<file path="config.mk">
export PLATFORM = sky130hd
export DESIGN_NAME = conv_layer_sequencer
export DESIGN_NICKNAME = d
export VERILOG_FILES = /design/src/rtl/conv_ctrl_pkg.sv /design/src/rtl/conv_tag_pipe.sv /design/src/rtl/conv_layer_sequencer.sv
export SDC_FILE = /design/constraint.sdc
export NUM_CORES = 1
export LEC_CHECK = 0
export CAP_MARGIN = 20
export CORE_UTILIZATION = 35
export CTS_BUF_LIST = sky130_fd_sc_hd__clkbuf_8
export DETAILED_ROUTE_END_ITERATION = 8
export GPL_TIMING_DRIVEN = 0
export HOLD_SLACK_MARGIN = 0.08
export RECOVER_POWER = 25
export SLEW_MARGIN = 15
export SYNTH_ARGS = -nofsm -noshare
export SYNTH_HDL_FRONTEND = slang
export SYNTH_SLANG_ARGS = --single-unit
</file>
<file path="constraint.sdc">
create_clock -name clk -period 2.5 [get_ports clk]
set_clock_uncertainty 0.2 [all_clocks]
set_input_delay 0.25 -clock clk [delete_from_list [all_inputs] [get_ports clk]]
set_output_delay 0.25 -clock clk [all_outputs]
set_load 0.02 [all_outputs]
</file>
<file path="src/rtl/conv_ctrl_pkg.sv">
`default_nettype none
// ============================================================================
// conv_ctrl_pkg
// Command/ack encodings, sequencer states and default geometry shared by the
// convolution layer sequencer.
// Revision: 1.0
// ============================================================================
package conv_ctrl_pkg;

  localparam int DEF_NUM_KERNEL = 3;
  localparam int DEF_NUM_ROW    = 6;

  localparam logic [1:0] CMD_IDLE    = 2'd0;
  localparam logic [1:0] CMD_PRELOAD = 2'd1;
  localparam logic [1:0] CMD_SHIFT   = 2'd2;
  localparam logic [1:0] CMD_LOAD    = 2'd3;

  localparam logic [1:0] ACK_NONE        = 2'd0;
  localparam logic [1:0] ACK_PRELOAD_FIN = 2'd1;
  localparam logic [1:0] ACK_SHIFT_FIN   = 2'd2;
  localparam logic [1:0] ACK_LOAD_FIN    = 2'd3;

  typedef enum logic [2:0] {
    ST_IDLE    = 3'd0,
    ST_PRELOAD = 3'd1,
    ST_SHIFT   = 3'd2,
    ST_LOAD    = 3'd3,
    ST_DRAIN   = 3'd4
  } state_t;

endpackage
`default_nettype wire

</file>
<file path="src/rtl/conv_tag_pipe.sv">
`default_nettype none
// ============================================================================
// conv_tag_pipe
// PIPE_LAT-deep valid+tag delay line with synchronous flush of the valid bits.
// Revision: 1.0
// ============================================================================
module conv_tag_pipe #(
  parameter int PIPE_LAT = 3,
  parameter int TAG_W    = 4
) (
  input  logic             clk,
  input  logic             rst_n,
  input  logic             flush,
  input  logic             in_valid,
  input  logic [TAG_W-1:0] in_tag,
  output logic             out_valid,
  output logic [TAG_W-1:0] out_tag,
  output logic             drain_empty
);

  logic [PIPE_LAT-1:0] r_valid;
  logic [TAG_W-1:0]    r_tag [PIPE_LAT];

  always_ff @(posedge clk or negedge rst_n) begin
    if (!rst_n) begin
      r_valid <= '0;
      for (int i = 0; i < PIPE_LAT; i++) r_tag[i] <= '0;
    end else begin
      for (int i = PIPE_LAT - 1; i > 0; i--) begin
        r_valid[i] <= r_valid[i-1] & ~flush;
        r_tag[i]   <= r_tag[i-1];
      end
      r_valid[0] <= in_valid & ~flush;
      r_tag[0]   <= in_tag;
    end
  end

  assign out_valid = r_valid[PIPE_LAT-1];
  assign out_tag   = r_tag[PIPE_LAT-1];

  // True when nothing sits behind the output stage: the pipe is empty next cycle.
  if (PIPE_LAT > 1) begin : g_multi
    assign drain_empty = ~|r_valid[PIPE_LAT-2:0];
  end else begin : g_single
    assign drain_empty = 1'b1;
  end

endmodule
`default_nettype wire

</file>
<file path="src/rtl/conv_layer_sequencer.sv">
`default_nettype none
// ============================================================================
// conv_layer_sequencer
// Issues PRELOAD/SHIFT/LOAD over kernels and rows, tags each result in flight.
// Revision: 1.0
// ============================================================================
module conv_layer_sequencer
  import conv_ctrl_pkg::*;
#(
  parameter int NUM_KERNEL = DEF_NUM_KERNEL,
  parameter int NUM_ROW    = DEF_NUM_ROW,
  parameter int PIPE_LAT   = 3,
  parameter int KIDX_W     = (NUM_KERNEL > 1) ? $clog2(NUM_KERNEL) : 1,
  parameter int ROW_W      = (NUM_ROW > 1) ? $clog2(NUM_ROW) : 1
) (
  input  logic              clk,
  input  logic              rst_n,
  input  logic              start,
  input  logic              abort,
  input  logic              cfg_continuous,
  input  logic              out_ready,
  input  logic [1:0]        in_ack,
  output logic [1:0]        in_cmd,
  output logic              busy,
  output logic              out_valid,
  output logic [KIDX_W-1:0] out_kernel,
  output logic [ROW_W-1:0]  out_row,
  output logic              out_last,
  output logic              frame_done,
  output logic              err_ack
);

  localparam int                c_tag_w     = 1 + ROW_W + KIDX_W;
  localparam logic [KIDX_W-1:0] c_kidx_last = KIDX_W'(NUM_KERNEL - 1);
  localparam logic [ROW_W-1:0]  c_row_last  = ROW_W'(NUM_ROW - 1);

  state_t              r_state, w_state_nxt;
  logic [KIDX_W-1:0]   r_kidx, w_kidx_nxt;
  logic [ROW_W-1:0]    r_row, w_row_nxt;
  logic                r_pending, w_pending_nxt;
  logic [1:0]          r_cmd, w_cmd_nxt;
  logic                r_err, w_err_nxt;
  logic                w_push, w_shift_req, w_push_last;
  logic                w_pipe_valid, w_drain_empty, w_tag_last;
  logic [c_tag_w-1:0]  w_pipe_tag;

  always_ff @(posedge clk or negedge rst_n) begin
    if (!rst_n) begin
      r_state   <= ST_IDLE;
      r_kidx    <= '0;
      r_row     <= '0;
      r_pending <= 1'b0;
      r_cmd     <= CMD_IDLE;
      r_err     <= 1'b0;
    end else begin
      r_state   <= w_state_nxt;
      r_kidx    <= w_kidx_nxt;
      r_row     <= w_row_nxt;
      r_pending <= w_pending_nxt;
      r_cmd     <= w_cmd_nxt;
      r_err     <= w_err_nxt;
    end
  end

  assign w_push_last = (r_kidx == c_kidx_last) && (r_row == c_row_last);

  always_comb begin
    w_state_nxt   = r_state;
    w_kidx_nxt    = r_kidx;
    w_row_nxt     = r_row;
    w_pending_nxt = r_pending;
    w_cmd_nxt     = CMD_IDLE;
    w_err_nxt     = r_err;
    w_push        = 1'b0;
    w_shift_req   = 1'b0;
    if (abort) begin
      w_state_nxt   = ST_IDLE;
      w_kidx_nxt    = '0;
      w_row_nxt     = '0;
      w_pending_nxt = 1'b0;
    end else begin
      unique case (r_state)
        ST_IDLE: begin
          if (start) begin
            w_state_nxt = ST_PRELOAD;
            w_cmd_nxt   = CMD_PRELOAD;
            w_err_nxt   = 1'b0;
          end
          if (in_ack != ACK_NONE) w_err_nxt = 1'b1;
        end
        ST_PRELOAD: begin
          if (in_ack == ACK_PRELOAD_FIN) begin
            w_state_nxt = ST_SHIFT;
            w_shift_req = 1'b1;
          end else if (in_ack != ACK_NONE) w_err_nxt = 1'b1;
        end
        ST_LOAD: begin
          if (in_ack == ACK_LOAD_FIN) begin
            w_state_nxt = ST_SHIFT;
            w_shift_req = 1'b1;
          end else if (in_ack != ACK_NONE) w_err_nxt = 1'b1;
        end
        ST_SHIFT: begin
          // A SHIFT_FIN only counts once the SHIFT it answers has been issued.
          if (r_pending) begin
            if (in_ack != ACK_NONE) w_err_nxt = 1'b1;
            if (out_ready) begin
              w_cmd_nxt     = CMD_SHIFT;
              w_pending_nxt = 1'b0;
            end
          end else if (in_ack == ACK_SHIFT_FIN) begin
            w_push = 1'b1;
            if (r_kidx != c_kidx_last) begin
              w_kidx_nxt  = r_kidx + 1'b1;
              w_shift_req = 1'b1;
            end else begin
              w_kidx_nxt = '0;
              if (r_row != c_row_last) begin
                w_row_nxt   = r_row + 1'b1;
                w_cmd_nxt   = CMD_LOAD;
                w_state_nxt = ST_LOAD;
              end else begin
                w_row_nxt = '0;
                if (cfg_continuous) begin
                  w_cmd_nxt   = CMD_PRELOAD;
                  w_state_nxt = ST_PRELOAD;
                end else begin
                  w_state_nxt = ST_DRAIN;
                end
              end
            end
          end else if (in_ack != ACK_NONE) w_err_nxt = 1'b1;
        end
        ST_DRAIN: begin
          if (w_drain_empty) w_state_nxt = ST_IDLE;
          if (in_ack != ACK_NONE) w_err_nxt = 1'b1;
        end
        default: w_state_nxt = ST_IDLE;
      endcase
      if (w_shift_req) begin
        if (out_ready) begin
          w_cmd_nxt     = CMD_SHIFT;
          w_pending_nxt = 1'b0;
        end else begin
          w_pending_nxt = 1'b1;
        end
      end
    end
  end

  conv_tag_pipe #(
    .PIPE_LAT (PIPE_LAT),
    .TAG_W    (c_tag_w)
  ) u_tag_pipe (
    .clk         (clk),
    .rst_n       (rst_n),
    .flush       (abort),
    .in_valid    (w_push),
    .in_tag      ({w_push_last, r_row, r_kidx}),
    .out_valid   (w_pipe_valid),
    .out_tag     (w_pipe_tag),
    .drain_empty (w_drain_empty)
  );

  assign {w_tag_last, out_row, out_kernel} = w_pipe_tag;
  assign out_valid  = w_pipe_valid;
  assign out_last   = w_pipe_valid & w_tag_last;
  assign frame_done = w_pipe_valid & w_tag_last;
  assign busy       = (r_state != ST_IDLE);
  assign in_cmd     = r_cmd;
  assign err_ack    = r_err;

endmodule
`default_nettype wire

</file>
After elaboration in Yosys (flattened, before gate mapping) --
Cells that the tools add are included.
Operators by class: add/subtract/negate cells 2, equal/unequal tests 24, multiplexer cells 57, bitwise logic cells 5, reduce and logical (&&, ||, !) cells 13
Operators with widths (count):
- 3-bit 2-to-1 mux | 16
- 3-bit inequality test (second input constant) | 10
- 2-bit 2-to-1 mux | 13
- 1-bit 2-to-1 mux | 24
- 3-bit one-hot mux with 5 select lines | 1
- 2-bit inequality test (second input constant) | 5
- 7-bit AND reduction | 1
- 2-bit == test (second input constant) | 3
- 3-bit by 2-bit == test with 1-bit output (second input constant) | 2
- 3-bit == test (second input constant) | 2
- 6-bit AND reduction | 1
- 2-bit nonzero test | 3
- 3-bit nonzero test | 2
- 1-bit one-hot mux with 5 select lines | 1
- 5-bit nonzero test | 1
- 1-bit AND | 4
- 2-bit one-hot mux with 2 select lines | 1
- 4-bit AND reduction | 1
- 3-bit by 1-bit adder with 3-bit output (second input constant) | 1
- 3-bit by 1-bit == test with 1-bit output (second input constant) | 1
- 3-bit logical NOT | 1
- 1-bit one-hot mux with 3 select lines | 1
- 3-bit AND reduction | 1
- 2-bit by 1-bit adder with 2-bit output (second input constant) | 1
- 4 further kinds | 4
Storage, ports and cells: register bits 33, output and inout port bits 12

Logic depth before layout (Yosys ltp) --
Gate-level depths: netlist (run 1).
word-level depth 9, depth in mapped cells 5

Cells and area by module --
Synthesis (run 1) repeated with hierarchy kept, for this count alone.
Second synthesis, totals: cell total of the unflattened synthesis 109, area total of the unflattened synthesis 1312.5 µm²
Modules (own cells, without submodules):
- conv_layer_sequencer | times used 1, cells each 78, area an instance 719.4 µm², seq. area each 300.3 µm²
- conv_tag_pipe | times used 1, cells each 31, area an instance 593.1 µm², seq. area each 525.5 µm²

Worst setup path after synthesis (run 1) --
No wires, ideal clock.
path type reg2reg, start point reg r_state[2], end point reg r_kidx[0], library setup time 77 ps, data arrival time 1676 ps, slack 546 ps, cell stages (with the launch flop) 6, path buffers 1, period minus slack after synthesis 1954 ps, cells stage by stage dfrtp_1 -> buf_4 -> or4b_4 -> or2_4 -> or3_1 -> a21oi_1
On the way: longest elaborated chain between the ends 3
Ends and longest elaborated chain:
- start: declaration | line conv_layer_sequencer.sv:37 | state_t r_state, w_state_nxt;
- start signal: assignment | line conv_layer_sequencer.sv:56 | r_state <= w_state_nxt;
- 3-bit by 2-bit == test with 1-bit output | line conv_layer_sequencer.sv:82 | unique case (r_state)
- 2-bit nonzero test (no line)
- 3-bit AND reduction (no line)
- end signal: assignment | line conv_layer_sequencer.sv:57 | r_kidx <= w_kidx_nxt;
- end: declaration | line conv_layer_sequencer.sv:38 | logic [KIDX_W-1:0] r_kidx, w_kidx_nxt;
No other way between the ends. A chain may end at the register's enable or synchronous reset.

Worst setup path in the final report (run 1) --
start point reg r_state[1], end point out busy
On the way: longest elaborated chain between the ends 1
Ends and longest elaborated chain:
- 3-bit nonzero test | line conv_layer_sequencer.sv:169 | assign busy = (r_state != ST_IDLE);
- end: declaration | line conv_layer_sequencer.sv:24 | output logic busy,
No other way between the ends.

==> summary.txt, run 1 <==
Floorplanning
  • Die ar.: 0.00416 mm^2
  • Starting Density: between 30% and 40%
  • Core area: 0.00372 mm^2
  • Row Count: 22
  • Die Span X: 64.5 um
  • Io pins: 20
  • DIE HEIGHT: 64.5 um

CTS
  • Clock tree buffer depth: 2
  • CTS tree: done
  • TritonCTS Sinks: 33
  • Clk slew on worst S/H paths: 0.07 ns
  • # resized after CTS: 0
  • Clk root buf: clkbuf_8
  • Worst-Skew Late Latency: roughly 0.28 ns
  • Inserted Clock Buffers: 5
  • Setup bufs post-CTS: 0
  • CTS H-tree depth: 2
  • Post-CTS Hold Fix Bufs: 1

Setup path
  • Crit path DAT: 1.88 ns
  • Endpoint class of the critical path: output port
  • Worst setup SP type: flip-flop
  • Max FO, Critical Path: 10
  • Required @ worst endpoint: 2.05 ns
  • Worst Setup Path Type: flip-flop to output port

STA
  • Fin. Hold Viols: 0
  • Fmax: 430 MHz
  • Slew @ Worst Pin: 0.710 ns
  • Final total negative setup slack: 0 ns
  • Final hold slack: around 0.12 ns
  • Period Utilization, post-route: 93.1%
  • # setup viols final: 0
  • RSZ-0062 raised after global routing: no
  • Slew Limit Headroom: 52.6%
  • Pins Over Slew Limit: 0
  • Fin crit period: roughly 2.3 ns

Yosys
  • Register area share after synthesis: 60.3%
  • Syn Nets: 124
  • Predominant post-synthesis flop cell: dfrtp_1
  • Yosys top cell area share: between 60% and 70%
  • Dominant cell type by area after synthesis: dfrtp_1
  • Synth cell types: between 40 and 50
  • Async SR Flop Fraction: 100%
  • Synth warn: 0
  • Average cell area after synthesis: 11.8 um^2
  • #FFs+latches synth: 33
  • Post-synth EDFFs: 0
  • Synth Cell Area: ~0.0014 mm^2
  • Top area cells in the synthesized netlist: dfrtp_1, buf_4, nor2_1
  • Syn Inst Count: roughly 120

Detailed routing
  • Total wire length: 2340 um
  • Antenna Nets Post-Route: 0
  • Routed wire per std cell: 12.3 um
  • DR vias/cell: 4.75
  • DR DRC count: 0
  • Pre-antenna DRT Iters: 4
  • Iteration-0 DRC Markers: 13
  • Total vias in the final route: around 900

Power
  • Worst VDD drop: 0.000367 V
  • Power Dens Cells: about 670 mW/mm^2
  • Leakage: ~0.77 nW

Cells and area
  • Finished Layout Cells: between 150 and 200
  • Core Util, Final: 46.1%
  • Fin nets: 149
  • Area occupied by multi-input gates: approximately 440 um^2
  • Area delta synth->final: 25.0%
  • Final Cell Area: 0.00171 mm^2
  • Layout cell share with drive strength beyond 1: 17.6%
  • Commonest cells after routing, fill and taps aside: dfrtp_1, clkdlybuf4s50_1, nor2_1
  • Commonest non-fill, non-tap cell in the layout: dfrtp_1
  • Seq. cell area: 826 um^2
  • Antenna Cells: 0
  • FILL cells: ~360

Global routing
  • First-pass GRT wire length: 4240 um
  • Largest net degree at the start of global routing: 34
  • GR Util All Layers: 13.5%
  • Antenna violations before repair: 0
  • GRT overflow: 0
  • Vias in the first global route: 957

Place
  • Placed cell areas: 0.00159 mm^2
  • Post-DP HPWL: between 1500 and 2000 um
  • Port bufs: 17
  • Dpl cells: 181
  • Placer's final routability congestion estimate: 0.851

Run status
  • Status: finished, final reports clean

Run
  • Max-Cap Viols: 0

Worst hold path
  • HP Class: input port to flip-flop
## flip-flops by register name (all words and copies together) (netlist names)
signal              cells
r_kidx                  2
err_ack                 1
in_cmd                  2
r_row                   3
u_tag_pipe.out_tag      6
u_tag_pipe.r_valid      3
u_tag_pipe.r_tag       12
r_pending               1
r_state                 3
## cell usage after synthesis, drive strengths merged (2+ instances only)
| cell type | n |
|---|---|
| nand2b | 3 |
| nand2 | 7 |
| dfrtp | 33 |
| o21ai | 4 |
| clkbuf | 3 |
| nor2b | 3 |
| nor2 | 10 |
| nor3 | 6 |
| inv | 2 |
| buf | 9 |
| or3 | 3 |
| nand4 | 2 |
| nor3b | 2 |
| a21oi | 3 |
| mux2i | 2 |
| o31ai | 2 |
## metal layers
layer / up-vias / track usage [%] / wire length (um)
met2: 21 / 20.8 / 1070
met1: 423 / 16.4 / 1150
met4: 0 / 6.67 / 43
met3: 7 / 5.28 / 69
li1: 451 / - / -
met5: - / 0 / 0
## stage by stage
step           setup slack [ns]  total power (W)
3_3_place_gp              0.350         0.000655
2_1_floorplan             0.546         0.000613
5_1_grt                  0.0294          0.00120
6_report                  0.173          0.00114
4_1_cts                   0.147          0.00116
3_5_place_dp              0.466         0.000657
## critical path, stage by stage, from the launching register on
cell	delay, ns
dfrtp_1	0.43
clkbuf_1	0.25
or3_1	0.37
clkdlybuf4s50_1	0.55
## logic make-up after synthesis
| family | count (synthesis) | share of synthesized area [%] |
|---|---|---|
| simple gates | 46 | 19.3 |
| flops | 33 | 60.3 |
| compound gates | 18 | 9.23 |
| buf+inv | 14 | 7.59 |
| mux | 3 | 2.29 |
| xor+xnor | 2 | 1.28 |
## cell type report
class	instances	share of cell area, %
clock inverters	3	2.70
inverters	2	0.439
repair buffers	18	10.2
multi-input cells	69	25.7
plain buffers	12	5.19
clock buffers	5	4.02
flip-flops and latches	33	48.2
well taps	48	3.51
## final timing paths
| kind | cells past startpoint | start | to | slack, ns |
|---|---|---|---|---|
| max | 3 | r_state[1] | busy | 0.17 |
| min | 3 | in_ack[0] | r_state[1] | 0.12 |
| max reg2reg | 5 | r_state[2] | r_pending | 0.45 |
| min reg2reg | 0 | u_tag_pipe.r_tag[9] | u_tag_pipe.out_tag[3] | 0.15 |
| max in group asynchronous | 2 | rst_n | u_tag_pipe.out_tag[1] | 1.28 |
| min in group asynchronous | 2 | rst_n | u_tag_pipe.out_tag[3] | 0.36 |
## power breakdown
group	total (W)	internal, W	switching, W
registers	0.000548	0.000542	0.00000603
logic	0.0000982	0.0000418	0.0000564
clock network	0.000497	0.000298	0.000199
total	0.00114	0.000882	0.000261
No activity file was read; power rests on OpenSTA's default activity.
==> run 2, diff against run 1 <==
Settings changed: ABC_CLOCK_PERIOD_IN_PS from default to 2500.
==> results of run 2 <==
The final DEF is identical to that of run 1; final timing and power are the same.
==> run 3, diff against run 2 <==
Settings changed: CORE_UTILIZATION 35 to 40.
==> summary.txt, run 3 (synthesis results as in run 1) <==
Floorplanning
  • Io pins: 20 (unchanged)
  • Die Span X: 60.5 um (-6.3%)
  • Row Count: 20 (-9.1%)
  • DIE HEIGHT: 60.5 um (-6.3%)
  • Core area: 0.00315 mm^2 (-15%)
  • Starting Density: 43.4% (+6.6 points)
  • Die ar.: 0.00366 mm^2 (-12%)

Cells and area
  • Layout cell share with drive strength beyond 1: 16.9% (-0.70 points)
  • Commonest cells after routing, fill and taps aside: dfrtp_1, clkdlybuf4s50_1, nor2_1
  • Area delta synth->final: 24.8%
  • Fin nets: 149 (unchanged)
  • FILL cells: 288 (-20%)
  • Antenna Cells: 0 (unchanged)
  • Commonest non-fill, non-tap cell in the layout: dfrtp_1
  • Finished Layout Cells: 186 (-2.1%)
  • Largest register FFs: 12 (unchanged)
  • Most flop-heavy register: u_tag_pipe.r_tag

Worst hold path
  • Hold path endpoint: r_state[1]
  • HP Class: input port to flip-flop
  • Hold depth: 3 (unchanged)
  • Beginning of the worst hold path: in_ack[0]

STA
  • Fin crit period: 2.35 ns (+0.0237 ns)
  • Final total negative setup slack: 0 ns (unchanged)
  • RSZ-0062 raised after global routing: no
  • Fin. Hold Viols: 0 (unchanged)
  • Period Utilization, post-route: 94.0% (+0.95 points)
  • Slew @ Worst Pin: 0.712 ns (+0.00190 ns)
  • # setup viols final: 0 (unchanged)
  • Slew Limit Headroom: 52.5% (-0.13 points)
  • Pins Over Slew Limit: 0 (unchanged)
  • Fmax: 425 MHz (-1.0%)

Setup path
  • RR Endpoint: r_pending
  • Endpoint class of the critical path: output port
  • Worst setup SP type: flip-flop
  • Crit path DAT: 1.90 ns (+0.02 ns)
  • Origin of the critical flop-to-flop path: r_state[2]
  • Worst Setup Path Type: flip-flop to output port
  • Required @ worst endpoint: 2.05 ns (about the same)
  • R2R setup slack: 0.37 ns (-0.08 ns)
  • R2R cell count: 5 (unchanged)
  • Max FO, Critical Path: 10 (unchanged)

CTS
  • TritonCTS Sinks: 33 (unchanged)
  • CTS tree: done
  • Post-CTS Hold Fix Bufs: 1 (unchanged)
  • Inserted Clock Buffers: 5 (unchanged)
  • CTS H-tree depth: 2 (unchanged)
  • Clock tree buffer depth: 2 (unchanged)
  • Clk root buf: clkbuf_8
  • Setup bufs post-CTS: 0 (unchanged)
  • Clk slew on worst S/H paths: 0.07 ns (about the same)
  • Worst-Skew Late Latency: 0.28 ns (about the same)
  • # resized after CTS: 0 (unchanged)

Detailed routing
  • Antenna Nets Post-Route: 0 (unchanged)
  • Pre-antenna DRT Iters: 4 (unchanged)
  • DR DRC count: 0 (unchanged)
  • Iteration-0 DRC Markers: 17 (+4)
  • Routed wire per std cell: 12.8 um (+3.9%)
  • Total wire length: 2370 um (+1.7%)
  • Total vias in the final route: 947 (+5.0%)
  • DR vias/cell: 5.09 (+7.2%)

Global routing
  • Antenna violations before repair: 0 (unchanged)
  • GRT overflow: 0 (unchanged)
  • Vias in the first global route: 885 (-7.5%)
  • Largest net degree at the start of global routing: 34 (unchanged)
  • GR Util All Layers: 15.2% (+1.7 points)
  • First-pass GRT wire length: 3970 um (-6.3%)

Run status
  • Status: finished, final reports clean

Run
  • Max-Cap Viols: 0 (unchanged)

Place
  • Dpl cells: 177 (-2.2%)
  • Post-DP HPWL: 1600 um (+0.35%)
  • Placer's final routability congestion estimate: 0.793 (-6.8%)
  • Port bufs: 17 (unchanged)

Power
  • Leakage: 0.778 nW (+1.1%)
  • Power Dens Cells: 673 mW/mm^2 (+0.73%)
  • Worst VDD drop: 0.000364 V (-0.81%)
-- run 3: worst max path at each step --
stage / start / endpoint / slack, ns / depth (start not counted)
final: r_state[1] / busy / 0.15 / 3
after global routing: r_state[1] / busy / 0.04 / 3
after CTS: r_state[1] / busy / 0.16 / 3
after detailed placement: r_state[2] / r_pending / 0.40 / 5
after global placement: rst_n / r_row[1] / 0.36 / 1
after floorplan: r_state[2] / r_kidx[0] / 0.55 / 5
-- run 3: stage by stage --
step                      hold slack, ns  setup WS, ns  total power (W)  instance area (um^2)  utilization (%)
after floorplan                   -0.246         0.546         0.000613                  1370                -
after global placement             0.132         0.361         0.000655                  1590             50.6
after detailed placement           0.135         0.404         0.000656                  1590             50.4
after CTS                          0.112         0.156          0.00117                  1720             54.4
after global routing               0.145        0.0448          0.00120                  1710             54.2
final                              0.121         0.149          0.00115                  1710             54.2
-- run 3: area by class of cell --
class / count / area (um^2) / area share (%)
tap: 44 / 55.1 / 3.22
buffer: 12 / 88.8 / 5.20
clock buffer: 6 / 82.6 / 4.84
inverter: 2 / 7.51 / 0.440
multi-input combinational: 69 / 439 / 25.7
clock inverter: 2 / 33.8 / 1.98
sequential: 33 / 826 / 48.4
timing repair buffer: 18 / 175 / 10.3
-- run 3: layer usage --
layer | share of wire [%] | vias up | wire length [um] | track usage, %
met5 | 0 | - | 0 | 0
met4 | 1.5 | 0 | 35 | 7.79
met3 | 4.5 | 5 | 106 | 4.48
met2 | 47 | 28 | 1120 | 23.1
met1 | 47 | 466 | 1120 | 19.8
li1 | - | 448 | - | -
-- run 3: critical path, cell delays in order, from the launching register on --
cell,delay [ns]
dfrtp_1,0.44
clkbuf_1,0.25
or3_1,0.38
clkdlybuf4s50_1,0.55
-- run 3: report_power, final --
part           leakage, nW  switching [W]  internal, W
sequential           0.456     0.00000618     0.000542
combinational        0.259      0.0000555    0.0000418
clock               0.0626       0.000183     0.000320
total                0.778       0.000244     0.000905
